**config.mk**
```make
export PLATFORM = sky130hd
export DESIGN_NAME = gpio_ctrl
export DESIGN_NICKNAME = d
export VERILOG_FILES = /design/src/rtl/gpio_ctrl.sv
export SDC_FILE = /design/constraint.sdc
export NUM_CORES = 1
export LEC_CHECK = 0
export CAP_MARGIN = 5
export CORE_ASPECT_RATIO = 0.7
export CORE_MARGIN = 1.5
export CORE_UTILIZATION = 35
export DETAILED_ROUTE_END_ITERATION = 8
export GPL_ROUTABILITY_DRIVEN = 0
export MAX_ROUTING_LAYER = met4
export REMOVE_ABC_BUFFERS = 1
export SLEW_MARGIN = 20
export SYNTH_ARGS = -nofsm -noshare
export SYNTH_HDL_FRONTEND = slang
export SYNTH_SLANG_ARGS = --single-unit
```
**constraint.sdc**
```tcl
create_clock -name clk_i -period 2.5 [get_ports clk_i]
set_input_delay 0.25 -clock clk_i [delete_from_list [all_inputs] [get_ports clk_i]]
set_output_delay 0.25 -clock clk_i [all_outputs]
set_load 0.005 [all_outputs]
```
**src/rtl/gpio_ctrl.sv**
```systemverilog
// ============================================================================
// gpio_ctrl : bus-attached GPIO controller with synchronised inputs, atomic
//             set/clear and per-pin edge interrupts. Optional: GPIO_DEBOUNCE_EN
// Revision  : 1.0
// ============================================================================
`default_nettype none

module gpio_ctrl #(
  parameter int unsigned NumPins        = 32,
  parameter int unsigned DataWidth      = 32,
  parameter int unsigned AddressWidth   = 32,
  parameter int unsigned SyncStages     = 2,
  parameter int unsigned DebounceCycles = 16
) (
  input  logic                      clk_i,
  input  logic                      rst_ni,
  input  logic [NumPins-1:0]        gpio_i,
  output logic [NumPins-1:0]        gpio_o,
  output logic [NumPins-1:0]        gpio_oe_o,
  input  logic                      gpio_req_i,
  input  logic [AddressWidth-1:0]   gpio_addr_i,
  input  logic                      gpio_we_i,
  input  logic [DataWidth/8-1:0]    gpio_be_i,
  input  logic [DataWidth-1:0]      gpio_wdata_i,
  output logic                      gpio_rvalid_o,
  output logic [DataWidth-1:0]      gpio_rdata_o,
  output logic                      gpio_err_o,
  output logic                      gpio_intr_o
);

  localparam logic [2:0] RegDataOut = 3'd0;
  localparam logic [2:0] RegOutEn   = 3'd1;
  localparam logic [2:0] RegDataIn  = 3'd2;
  localparam logic [2:0] RegSet     = 3'd3;
  localparam logic [2:0] RegClr     = 3'd4;
  localparam logic [2:0] RegRiseEn  = 3'd5;
  localparam logic [2:0] RegFallEn  = 3'd6;
  localparam logic [2:0] RegIntr    = 3'd7;

  logic [NumPins-1:0] data_out_q, data_out_d;
  logic [NumPins-1:0] out_en_q, out_en_d;
  logic [NumPins-1:0] rise_en_q, rise_en_d;
  logic [NumPins-1:0] fall_en_q, fall_en_d;
  logic [NumPins-1:0] intr_q, intr_d;
  logic [NumPins-1:0] in_prev_q;
  logic [NumPins-1:0] sync_q [SyncStages];
  logic               rvalid_q, err_q, err_d;
  logic [DataWidth-1:0] rdata_q, rdata_d;

  logic [2:0]           reg_sel;
  logic                 req_err, wr_en;
  logic [DataWidth-1:0] be_mask;
  logic [NumPins-1:0]   wmask, wbits, in_val, in_sync, events;
  logic                 unused_bits;

  assign reg_sel = gpio_addr_i[4:2];
  assign req_err = (|gpio_addr_i[1:0]) | (gpio_we_i & (reg_sel == RegDataIn));
  assign wr_en   = gpio_req_i & gpio_we_i & ~req_err;
  assign unused_bits = ^{gpio_addr_i, gpio_wdata_i};

  for (genvar b = 0; b < DataWidth / 8; b++) begin : g_be
    assign be_mask[b*8 +: 8] = {8{gpio_be_i[b]}};
  end

  assign wmask   = be_mask[NumPins-1:0];
  assign wbits   = gpio_wdata_i[NumPins-1:0] & wmask;
  assign in_sync = sync_q[SyncStages-1];

`ifdef GPIO_DEBOUNCE_EN
  localparam int unsigned CntW = $clog2(DebounceCycles + 1);

  // A pin's debounced value moves only after a run of DebounceCycles disagreeing samples.
  for (genvar p = 0; p < NumPins; p++) begin : g_deb
    logic [CntW-1:0] cnt_q;
    logic            deb_q;
    always_ff @(posedge clk_i or negedge rst_ni) begin
      if (!rst_ni) begin
        cnt_q <= '0;
        deb_q <= 1'b0;
      end else if (in_sync[p] == deb_q) begin
        cnt_q <= '0;
      end else if (cnt_q == CntW'(DebounceCycles - 1)) begin
        cnt_q <= '0;
        deb_q <= in_sync[p];
      end else begin
        cnt_q <= cnt_q + CntW'(1);
      end
    end
    assign in_val[p] = deb_q;
  end
`else
  assign in_val = in_sync;
`endif

  assign events = (in_val & ~in_prev_q & rise_en_q) | (~in_val & in_prev_q & fall_en_q);

  always_comb begin
    data_out_d = data_out_q;
    out_en_d   = out_en_q;
    rise_en_d  = rise_en_q;
    fall_en_d  = fall_en_q;
    intr_d     = intr_q;
    rdata_d    = '0;
    err_d      = gpio_req_i & req_err;
    if (wr_en) begin
      unique case (reg_sel)
        RegDataOut: data_out_d = (data_out_q & ~wmask) | wbits;
        RegOutEn:   out_en_d   = (out_en_q & ~wmask) | wbits;
        RegSet:     data_out_d = data_out_q | wbits;
        RegClr:     data_out_d = data_out_q & ~wbits;
        RegRiseEn:  rise_en_d  = (rise_en_q & ~wmask) | wbits;
        RegFallEn:  fall_en_d  = (fall_en_q & ~wmask) | wbits;
        RegIntr:    intr_d     = intr_q & ~wbits;
        default:    ;
      endcase
    end
    // New events are merged after the clear so a coincident event keeps its bit.
    intr_d = intr_d | events;
    if (gpio_req_i && !gpio_we_i && !req_err) begin
      unique case (reg_sel)
        RegDataOut: rdata_d = DataWidth'(data_out_q);
        RegOutEn:   rdata_d = DataWidth'(out_en_q);
        RegDataIn:  rdata_d = DataWidth'(in_val);
        RegRiseEn:  rdata_d = DataWidth'(rise_en_q);
        RegFallEn:  rdata_d = DataWidth'(fall_en_q);
        RegIntr:    rdata_d = DataWidth'(intr_q);
        default:    rdata_d = '0;
      endcase
    end
  end

  always_ff @(posedge clk_i or negedge rst_ni) begin
    if (!rst_ni) begin
      for (int i = 0; i < SyncStages; i++) sync_q[i] <= '0;
      in_prev_q  <= '0;
      data_out_q <= '0;
      out_en_q   <= '0;
      rise_en_q  <= '0;
      fall_en_q  <= '0;
      intr_q     <= '0;
      rvalid_q   <= 1'b0;
      rdata_q    <= '0;
      err_q      <= 1'b0;
    end else begin
      sync_q[0] <= gpio_i;
      for (int i = 1; i < SyncStages; i++) sync_q[i] <= sync_q[i-1];
      in_prev_q  <= in_val;
      data_out_q <= data_out_d;
      out_en_q   <= out_en_d;
      rise_en_q  <= rise_en_d;
      fall_en_q  <= fall_en_d;
      intr_q     <= intr_d;
      rvalid_q   <= gpio_req_i;
      rdata_q    <= rdata_d;
      err_q      <= err_d;
    end
  end

  assign gpio_o        = data_out_q;
  assign gpio_oe_o     = out_en_q;
  assign gpio_rvalid_o = rvalid_q;
  assign gpio_rdata_o  = rdata_q;
  assign gpio_err_o    = err_q;
  assign gpio_intr_o   = |intr_q;

endmodule

`default_nettype wire

```
==> impl_summary.log, run 1 <==
INFO  metric run_status = finished, final reports clean
INFO  metric post_layout_nonfiller_instances = about 1700
INFO  metric synth_enable_flop_cells = 0
INFO  metric path_max_fanout = 3
INFO  metric criticalPathCategory = flip-flop to output pin
INFO  metric clock_power_share = 40.4%
INFO  metric drv.max_cap_violation_count = 0
INFO  metric yosys.cell_count.top_type = dfrtp_1
INFO  metric crit_family = simple AND/OR/NAND/NOR gates
INFO  metric io_pins = roughly 200
INFO  metric slowest_delay = 410 ps
INFO  metric grt_pass1_vias = a little over 9000
INFO  metric path_clk_slew = 60 ps
INFO  metric worst_clock_skew = around 10 ps
INFO  metric setup_violations = 0
INFO  metric clock_tree_from_tritoncts = yes
INFO  metric switching_share = ~25%
INFO  metric initial_utilization = 35.7%
INFO  metric core-area = 34900 µm²
INFO  metric viasPerCell = 5.38
INFO  metric wirelength = 35300 µm
INFO  metric rsz0062_at_grt = no
INFO  metric max-vdd-ir-drop = 554 µV
INFO  metric die_x = around 230 µm
INFO  metric cell_internal_pwr = 8860 µW
INFO  metric most_frequent_cells_after_synthesis = 290 x dfrtp_1, 117 x mux2_2, 66 x nand4_1
INFO  metric post_synth.cell_area_avg = 12.8 µm²
INFO  metric place_inst = approximately 1600
INFO  metric ff2ff_setup_slack = 1310 ps
INFO  metric synth.cell_area = 12500 µm²
INFO  metric critical_path.reg2reg.endpoint = gpio_rdata_o[30]
INFO  metric synth_flop_cell = dfrtp_1
INFO  metric timing.final.crit_period = 2390 ps
INFO  metric hold_depth = 1
INFO  metric num_rows = 57
INFO  metric cts.htree.levels = 1
INFO  metric die-area = between 30000 and 40000 µm²
INFO  metric cts_buffers = 30
INFO  metric n_antenna_cell = 0
INFO  metric detailroute.via_count = 8885
INFO  metric antenna_violations_before_repair = 0
INFO  metric combinationalPowerShare = between 10% and 20%
INFO  metric post-layout-total-power = 11900 µW
INFO  metric netlist.top_cell.by_area = dfrtp_1
INFO  metric buffer_type_at_the_clock_tree_root = clkbuf_16
INFO  metric hpwlAfterDp = 23500 µm
INFO  metric cts.path.max_buffers = 3
INFO  metric layout_worst_path_cycle_share = roughly 96%
INFO  metric area_share_of_the_leading_cell_type_in_the_synthesized_netlist = 58.3%
INFO  metric drt_pre_antenna_iters = 5
INFO  metric transition_time_of_the_tightest_slew_check_pin = roughly 1100 ps
INFO  metric netlist-cell-type-count = 45
INFO  metric grt_pass1_wl = 55500 µm
INFO  metric reg2reg_from = in_sync[30]
INFO  metric yosys_warnings = 0
INFO  metric clock_insertion_delay_worst_skew = ~560 ps
INFO  metric area_growth_syn_to_layout = 28.3%
INFO  metric num-fill-cells = approximately 3200
INFO  metric cp.buffers_inverters = 2
INFO  metric wl_per_cell = ~21 µm
INFO  metric largest_net_degree_at_the_start_of_global_routing = 60
INFO  metric yosys_register_bits = 290
INFO  metric synthArstFlopShare = 100%
INFO  metric count_of_pins_over_their_slew_limit = 0
INFO  metric clock-sinks = 290
INFO  metric p_switching = 3010 µW
INFO  metric layout.nets = approximately 1300
INFO  metric crit_slowest_cell = dfrtp_1
INFO  metric hold-worst-slack = 120 ps
INFO  metric worstHoldStart = gpio_i[22]
INFO  metric worst_setup_path_end_kind = output pin
INFO  metric grt_overflow_total = 0
INFO  metric post_route_cells_drive_above_1_share = between 20% and 30%
INFO  metric route.detailed.drc = 0
INFO  metric groute.usage.overall = between 10% and 20%
INFO  metric r2r.worst_path.cells = 3
INFO  metric crit_chain = nor4_4 -> buf_4 -> nand4_1 -> or2_4 -> clkdlybuf4s15_1
INFO  metric syn_inst = 971
INFO  metric synth_seq_area_share = 58.3%
INFO  metric critPathRequiredTime = 2250 ps
INFO  metric synth.area.top_cells = dfrtp_1 58%, mux2_2 11%, nand4_1 3.3%
INFO  metric ant_nets = 0
INFO  metric floorplan.die.height = 161 µm
INFO  metric worst_slew_margin_rel = 26.3%
INFO  metric timing.hold.worst_endpoint = sync_q[54]
INFO  metric p_leak = between 0.007 and 0.008 µW
INFO  metric final_hold_violation_count = 0
INFO  metric fmax = 418 MHz
INFO  metric cp_data_arrival_time = between 2000 and 2500 ps
INFO  metric p_per_area = 743 nW/µm²
INFO  metric port-buffer-count = between 150 and 200
INFO  metric cp-start-kind = flip-flop
INFO  metric drt_iter0_drc = between 600 and 700
INFO  metric hold_path.class = input pin to flip-flop
INFO  metric share_seq_of_total_power = 47.4%
-- cells in the final DEF, fill, tap and decap left out, types with 3 or more instances in the layout --
| cell | Yosys | final |
|---|---|---|
| o22a_1 | 9 | 9 |
| o211ai_1 | 5 | 5 |
| mux2_2 | 117 | 117 |
| bufinv_16 | 0 | 5 |
| clkbuf_16 | 0 | 31 |
| mux2i_1 | 41 | 41 |
| a22oi_1 | 9 | 9 |
| a21oi_1 | 9 | 9 |
| buf_12 | 1 | 7 |
| o221ai_1 | 27 | 27 |
| o211a_1 | 27 | 27 |
| clkdlybuf4s50_1 | 0 | 170 |
| nand4_2 | 6 | 6 |
| nand3b_1 | 33 | 33 |
| buf_4 | 11 | 38 |
| clkbuf_8 | 0 | 4 |
| clkbuf_1 | 17 | 3 |
| nand3_4 | 4 | 4 |
| nor4_1 | 8 | 3 |
| clkinv_2 | 0 | 8 |
| dfrtp_1 | 290 | 290 |
| nor3_1 | 23 | 23 |
| o21ai_0 | 32 | 32 |
| nand2b_1 | 29 | 29 |
| nand4_1 | 66 | 66 |
| a211o_1 | 5 | 5 |
| nand2_1 | 32 | 32 |
| nor2b_1 | 6 | 6 |
| nor4_2 | 0 | 3 |
| inv_1 | 32 | 32 |
| a21o_1 | 32 | 32 |
| a221oi_1 | 23 | 23 |
| nand3_1 | 24 | 23 |
-- cell type report --
type | count | area, µm² | area share (%)
Clock buffer | 38 | 842 | 5.27
Clock inverter | 16 | 216 | 1.35
Inverter | 32 | 120 | 0.752
Sequential cell | 290 | 7260 | 45.4
Tap cell | 472 | 591 | 3.70
Timing Repair Buffer | 220 | 2170 | 13.6
Multi-Input combinational cell | 585 | 4780 | 29.9
-- power by group through the flow --
stage          Combinational, µW  Sequential (µW)  Clock [µW]
6_report                    1450             5630        4790
5_1_grt                     1590             5690        5100
4_1_cts                     1450             5610        4890
3_5_place_dp                1420             5670           0
3_3_place_gp                1390             5660           0
2_1_floorplan                653             5530           0
-- logic make-up (layout without fill, tap and decap cells) --
logic type	count (synthesis)	after routing	synth area share (%)
DFF	290	290	58.3
and+or+nand+nor	244	244	12.5
muxes	160	160	14.1
buffers and inverters	96	306	3.87
xor gates and xnor gates	1	1	0.0703
AOI/OAI and AO/OA	180	180	11.2
-- stage by stage --
step | TNS [ps] | util (%) | worst slack (ps) | cell area [µm²]
final | 0 | 45.8 | 107 | 16000
after global routing | 0 | 45.8 | 3.92 | 16000
after CTS | 0 | 45.7 | 11.0 | 16000
after detailed placement | 0 | 42.6 | 129 | 14800
after global placement | 0 | 42.6 | 118 | 14800
after floorplan | -63890 | - | -585 | 12100
-- how the worst max path moves through the flow --
stage	from	end	slack (ps)	cells after the start
final	intr_q[13]	gpio_intr_o	110	5
after global routing	intr_q[13]	gpio_intr_o	4	5
after CTS	intr_q[10]	gpio_intr_o	10	5
after detailed placement	intr_q[12]	gpio_intr_o	130	5
after global placement	intr_q[13]	gpio_intr_o	120	5
after floorplan	gpio_addr_i[0]	flip-flop	-590	3
-- layer usage --
layer,part of all wire [%],up-vias,global-route usage [%]
met5,0,-,-
met4,1.5,0,3.67
met3,4.5,37,3.28
met2,44,238,29.3
met1,50,4572,29.3
li1,-,4038,-
-- timing repair --
action | CTS | global route
hold buffers | 1 | 0
endpoints found under the setup margin | 1 | 1
pin swaps | 2 | 2
gates resized for setup | 6 | 4
setup buffers | 2 | 1
endpoints found under the hold margin | 51 | 0
Power figures use the tool's default switching activity.
==> inputs of run 2 (changes only) <==
--- a/config.mk
+++ b/config.mk
@@ -12,6 +12,7 @@
 export DETAILED_ROUTE_END_ITERATION = 8
 export GPL_ROUTABILITY_DRIVEN = 0
 export MAX_ROUTING_LAYER = met4
+export PLACE_DENSITY = 0.67
 export REMOVE_ABC_BUFFERS = 1
 export SLEW_MARGIN = 20
 export SYNTH_ARGS = -nofsm -noshare
==> impl_summary.log, run 2 (same netlist as run 1, synthesis figures left out) <==
INFO  metric run_status = finished, final reports clean
INFO  metric die_x = 228 µm (unchanged)
INFO  metric cts.path.max_buffers = 3 (unchanged)
INFO  metric grt_pass1_vias = 8977 (-1.2%)
INFO  metric path_max_fanout = 3 (unchanged)
INFO  metric fmax = 420 MHz (+0.51%)
INFO  metric setup_tns = 0 ps (unchanged)
INFO  metric detailroute.via_count = 8939 (+0.61%)
INFO  metric worstHoldStart = gpio_i[16]
INFO  metric drt_iter0_drc = 784 (+20%)
INFO  metric largest_net_degree_at_the_start_of_global_routing = 81 (+35%)
INFO  metric worst_clock_skew = 9.78 ps (-0.415 ps)
INFO  metric post-layout-total-power = 11600 µW (-2.5%)
INFO  metric p_leak = 0.00708 µW (-0.84%)
INFO  metric layout_worst_path_cycle_share = 95.3% (-0.48 points)
INFO  metric wl_per_cell = 21.2 µm (-0.81%)
INFO  metric count_of_pins_over_their_slew_limit = 0 (unchanged)
INFO  metric cp_startpoint = intr_q[23]
INFO  metric hold-worst-slack = 120 ps (+0.405 ps)
INFO  metric timing.final.crit_period = 2380 ps (-12.1 ps)
INFO  metric floorplan.die.height = 161 µm (unchanged)
INFO  metric layout.nets = 1258 (-0.40%)
INFO  metric cp-start-kind = flip-flop
INFO  metric buffer_type_at_the_clock_tree_root = clkbuf_16
INFO  metric io_pins = 203 (unchanged)
INFO  metric rsz0062_at_grt = no
INFO  metric core-area = 34900 µm² (unchanged)
INFO  metric wirelength = 35000 µm (-0.93%)
INFO  metric p_per_area = 727 nW/µm² (-2.0%)
INFO  metric grt_pass1_wl = 54400 µm (-2.0%)
INFO  metric initial_utilization = 35.7% (unchanged)
INFO  metric hpwlAfterDp = 23300 µm (-1.1%)
INFO  metric ant_nets = 0 (unchanged)
INFO  metric antenna_violations_before_repair = 3 (+3)
INFO  metric critPathRequiredTime = 2250 ps (about the same)
INFO  metric finish.utilization = 45.6% (-0.22 points)
INFO  metric die-area = 36700 µm² (unchanged)
INFO  metric clock-sinks = 290 (unchanged)
INFO  metric post_layout_nonfiller_instances = 1651 (-0.12%)
INFO  metric path_clk_slew = 60 ps (about the same)
INFO  metric port-buffer-count = 175 (unchanged)
INFO  metric cts_buffers = 30 (unchanged)
INFO  metric cts.htree.levels = 1 (unchanged)
INFO  metric worst_setup_path_end_kind = output pin
INFO  metric drt_pre_antenna_iters = 5 (unchanged)
INFO  metric post_route_cells_drive_above_1_share = 19.8% (-0.68 points)
INFO  metric route.detailed.drc = 0 (unchanged)
INFO  metric transition_time_of_the_tightest_slew_check_pin = 994 ps (-107 ps)
INFO  metric viasPerCell = 5.41 (+0.73%)
INFO  metric setup_violations = 0 (unchanged)
INFO  metric final_hold_violation_count = 0 (unchanged)
INFO  metric clock_insertion_delay_worst_skew = 570 ps (about the same)
INFO  metric hold_path.class = input pin to flip-flop
INFO  metric drv.max_cap_violation_count = 0 (unchanged)
INFO  metric criticalPathCategory = flip-flop to output pin
INFO  metric cp_data_arrival_time = 2130 ps (about the same)
INFO  metric place_inst = 1592 (-0.19%)
INFO  metric clock_tree_from_tritoncts = yes
INFO  metric grt_overflow_total = 0 (unchanged)
INFO  metric groute.usage.overall = 19.7% (-0.34 points)
INFO  metric area_growth_syn_to_layout = 27.7%
INFO  metric num_rows = 57 (unchanged)
INFO  metric max-vdd-ir-drop = 635 µV (+15%)
INFO  metric worst_slew_margin_rel = 33.4% (+7.0 points)
INFO  metric final_common_cell = dfrtp_1
INFO  metric top_library_cells_by_usage_in_the_layout_fill_and_taps_aside = 290 x dfrtp_1, 170 x clkdlybuf4s50_1, 117 x mux2_2
run 2: cell types whose count changed in the layout (fill, tap and decap cells not counted), moves of 2 or more:
| cell | delta |
|---|---|
| clkinv_2 | -3 |
| buf_12 | +2 |
| diode_2 | +3 |
| buf_4 | -7 |
| clkbuf_1 | +4 |
| bufinv_16 | -3 |
run 2: critical path, cell delays in order (launching register included):
cell,delay (ps)
dfrtp_1,440
nor4_4,390
buf_4,170
nand4_1,80
or2_4,260
clkdlybuf4s15_1,220
run 2: through the flow:
step	instance area (µm²)	setup slack, ps
floorplan	12100	-585
global placement	14800	127
detailed placement	14800	149
CTS	15900	42.7
global route	15900	33.3
finish	15900	119
run 2: final timing paths:
kind / endpoint / depth (start not counted) / slack, ps
worst max-delay path: gpio_intr_o / 5 / 120
worst min-delay path: sync_q[48] / 1 / 120
worst max register to register: gpio_rdata_o[27] / 3 / 1320
worst min register to register: in_sync[14] / 0 / 340
max in group asynchronous: gpio_rdata_o[9] / 3 / 1440
min in group asynchronous: sync_q[33] / 2 / 270
run 2: layout make-up:
class / instances / area [µm²]
diodes: 3 / 7.51
clock buffers: 43 / 871
clock inverters: 11 / 116
fillers: 3129 / 19000
inverters: 32 / 120
multi-input cells: 585 / 4780
flip-flops and latches: 290 / 7260
well taps: 472 / 591
repair buffers: 215 / 2160
run 2: timing repair:
item / 4_1_cts / 5_1_grt
endpoints found under the setup margin: 1 / 1
pin swaps: 2 / 0
endpoints found under the hold margin: 71 / 0
buffers inserted: 1 / 0
hold buffers: 1 / 0
resized for setup: 8 / 2
run 2: power by group:
group          internal, µW  leakage [µW]  switching (µW)
Combinational           787       0.00306             652
Clock                  2620      0.000479            1880
Sequential             5170       0.00353             460
Total                  8580       0.00708            2990
run 2: routing by layer:
metal	up-vias	routed length, µm	GRT usage (%)
li1	4039	-	-
met1	4581	16800	28.3
met2	275	15400	28.6
met3	44	2050	3.59
met4	0	725	4.85
met5	-	0	-
==> inputs of run 3 (changes only) <==
--- a/config.mk
+++ b/config.mk
@@ -8,13 +8,14 @@
 export CAP_MARGIN = 5
 export CORE_ASPECT_RATIO = 0.7
 export CORE_MARGIN = 1.5
-export CORE_UTILIZATION = 35
+export CORE_UTILIZATION = 58
 export DETAILED_ROUTE_END_ITERATION = 8
 export GPL_ROUTABILITY_DRIVEN = 0
 export MAX_ROUTING_LAYER = met4
-export PLACE_DENSITY = 0.67
+export PLACE_DENSITY = 0.95
 export REMOVE_ABC_BUFFERS = 1
 export SLEW_MARGIN = 20
 export SYNTH_ARGS = -nofsm -noshare
 export SYNTH_HDL_FRONTEND = slang
 export SYNTH_SLANG_ARGS = --single-unit
+export TNS_END_PERCENT = 30
==> impl_summary.log, run 3 (same netlist as run 1, synthesis figures left out) <==
INFO  metric run_status = finished, final reports clean
INFO  metric crit_slowest_cell = dfrtp_1
INFO  metric hold_path.class = input pin to flip-flop
INFO  metric drv.max_cap_violation_count = 0 (unchanged)
INFO  metric core-area = 20900 µm² (-40%)
INFO  metric port-buffer-count = 175 (unchanged)
INFO  metric critPathRequiredTime = 2250 ps (about the same)
INFO  metric cts_buffers = 27 (-10%)
INFO  metric io_pins = 203 (unchanged)
INFO  metric final_common_cell = dfrtp_1
INFO  metric clock_insertion_delay_worst_skew = 530 ps (-40 ps)
INFO  metric rsz0062_at_grt = no
INFO  metric path_max_fanout = 2 (-1)
INFO  metric cts.htree.levels = 1 (unchanged)
INFO  metric groute.usage.overall = 31.1% (+11 points)
INFO  metric cp-start-kind = flip-flop
INFO  metric p_leak = 0.00702 µW (-0.79%)
INFO  metric count_of_pins_over_their_slew_limit = 0 (unchanged)
INFO  metric switching_share = 25.5% (-0.37 points)
INFO  metric max-vdd-ir-drop = 496 µV (-22%)
INFO  metric cell_internal_pwr = 8280 µW (-3.5%)
INFO  metric final_hold_violation_count = 0 (unchanged)
INFO  metric p_switching = 2830 µW (-5.4%)
INFO  metric initial_utilization = 59.7% (+24 points)
INFO  metric crit_chain = nor4_4 -> buf_4 -> nand4_1 -> or2_4 -> dlygate4sd2_1
INFO  metric route.detailed.drc = 0 (unchanged)
INFO  metric worst_clock_skew = 5.59 ps (-4.19 ps)
INFO  metric path_clk_slew = 60 ps (about the same)
INFO  metric finish.utilization = 74.2% (+29 points)
INFO  metric num_rows = 44 (-23%)
INFO  metric crit_family = simple AND/OR/NAND/NOR gates
INFO  metric largest_net_degree_at_the_start_of_global_routing = 72 (-11%)
INFO  metric drt_pre_antenna_iters = 5 (unchanged)
INFO  metric ant_nets = 0 (unchanged)
INFO  metric setup_violations = 0 (unchanged)
INFO  metric die-area = 22400 µm² (-39%)
INFO  metric die_x = 178 µm (-22%)
INFO  metric cp.buffers_inverters = 2 (unchanged)
INFO  metric wl_met3 = 3270 µm (+60%)
INFO  metric post_route_cells_drive_above_1_share = 19.4% (-0.46 points)
INFO  metric setup_tns = 0 ps (unchanged)
INFO  metric hpwlAfterDp = 21700 µm (-6.9%)
INFO  metric viasPerCell = 6.50 (+20%)
INFO  metric postPlaceCellArea = 14600 µm² (-1.9%)
INFO  metric p_per_area = 718 nW/µm² (-1.3%)
INFO  metric drt_iter0_drc = 1105 (+41%)
INFO  metric n_antenna_cell = 0 (-3)
INFO  metric wl_per_cell = 22.7 µm (+7.0%)
INFO  metric clock_power_share = 36.3% (-2.6 points)
INFO  metric floorplan.die.height = 126 µm (-22%)
INFO  metric worst_slew_margin_rel = 21.9% (-12 points)
INFO  metric drt-met1-wl = 13800 µm (-18%)
INFO  metric combinationalPowerShare = 12.9% (+0.5 points)
INFO  metric grt_pass1_vias = 9382 (+4.5%)
INFO  metric grt_overflow_total = 0 (unchanged)
INFO  metric transition_time_of_the_tightest_slew_check_pin = 1170 ps (+172 ps)
INFO  metric share_seq_of_total_power = 50.8% (+2.1 points)
INFO  metric antenna_violations_before_repair = 0 (-3)
INFO  metric cp_data_arrival_time = 2200 ps (+70 ps)
INFO  metric clock_tree_from_tritoncts = yes
INFO  metric slowest_delay = 420 ps (-20 ps)
INFO  metric worst_setup_path_end_kind = output pin
INFO  metric wirelength = 32900 µm (-6.1%)
INFO  metric area_growth_syn_to_layout = 24.3%
INFO  metric top_library_cells_by_usage_in_the_layout_fill_and_taps_aside = 290 x dfrtp_1, 170 x clkdlybuf4s50_1, 117 x mux2_2
INFO  metric fin_area = 15500 µm² (-2.7%)
INFO  metric buffer_type_at_the_clock_tree_root = clkbuf_16
INFO  metric num-fill-cells = 1263 (-60%)
INFO  metric criticalPathCategory = flip-flop to output pin
INFO  metric timing.final.crit_period = 2450 ps (+66.0 ps)
INFO  metric wl_met2 = 15000 µm (-2.4%)
INFO  metric detailroute.via_count = 9417 (+5.3%)
INFO  metric grt_pass1_wl = 52100 µm (-4.2%)
INFO  metric fmax = 409 MHz (-2.7%)
INFO  metric clock-sinks = 290 (unchanged)
INFO  metric cts.path.max_buffers = 3 (unchanged)
INFO  metric layout_worst_path_cycle_share = 97.9% (+2.6 points)
INFO  metric layout.nets = 1258 (unchanged)
INFO  metric highest_layer = met4
==> run 3: changes by cell type in the layout (fill, tap and decap cells not counted), sizes merged, moves of 2 or more <==
cell	before	now
buf	43	46
diode	3	0
clkbuf	43	41
clkinvlp	3	1
==> run 3: layer usage <==
layer,vias to the layer above,global-route usage (%)
met3,81,6.48
met4,0,8.65
met2,570,46.1
met5,-,-
li1,4020,-
met1,4746,43.6
==> run 3: power by group through the flow <==
stage / Sequential (µW) / Clock, µW / Combinational [µW]
2_1_floorplan: 5530 / 0 / 653
3_3_place_gp: 5640 / 0 / 1330
3_5_place_dp: 5680 / 0 / 1380
4_1_cts: 5620 / 4070 / 1430
5_1_grt: 5690 / 4270 / 1550
6_report: 5640 / 4030 / 1440
==> run 3: layout make-up <==
cell class                      instances  area, µm²  area share [%]
Clock buffer                           41        808            5.22
Sequential cell                       290       7260            46.9
Timing Repair Buffer                  218       2130            13.8
Multi-Input combinational cell        585       4760            30.7
Tap cell                              276        345            2.23
Clock inverter                          7       62.6           0.404
Inverter                               32        120           0.776
==> run 3: path summary, 6_finish.rpt <==
check                      startpoint               to  slack (ps)  cells after the start
min in group asynchronous      rst_ni       intr_q[24]         240                      2
min reg2reg                sync_q[50]      in_sync[18]         340                      0
min                         gpio_i[9]       sync_q[41]         160                      1
max                        intr_q[10]      gpio_intr_o          50                      5
max in group asynchronous      rst_ni        async pin        1520                      3
max reg2reg                 flip-flop  gpio_rdata_o[2]        1260                      3
==> run 3: what timing repair did <==
item | CTS | global route
pin swaps | 2 | 0
buffers inserted | 2 | 0
endpoints found under the setup margin | 1 | 1
resized for setup | 5 | 1
hold buffers | 1 | 0
endpoints found under the hold margin | 52 | 0
==> run 3: through the flow <==
stage	hold WS [ps]	total power, µW	cells	setup slack (ps)
global route	142	11500	1449	28.3
global placement	214	6970	1398	248
floorplan	-45.6	6190	907	-585
detailed placement	204	7060	1398	209
finish	156	11100	1449	52.7
CTS	140	11100	1449	70.0
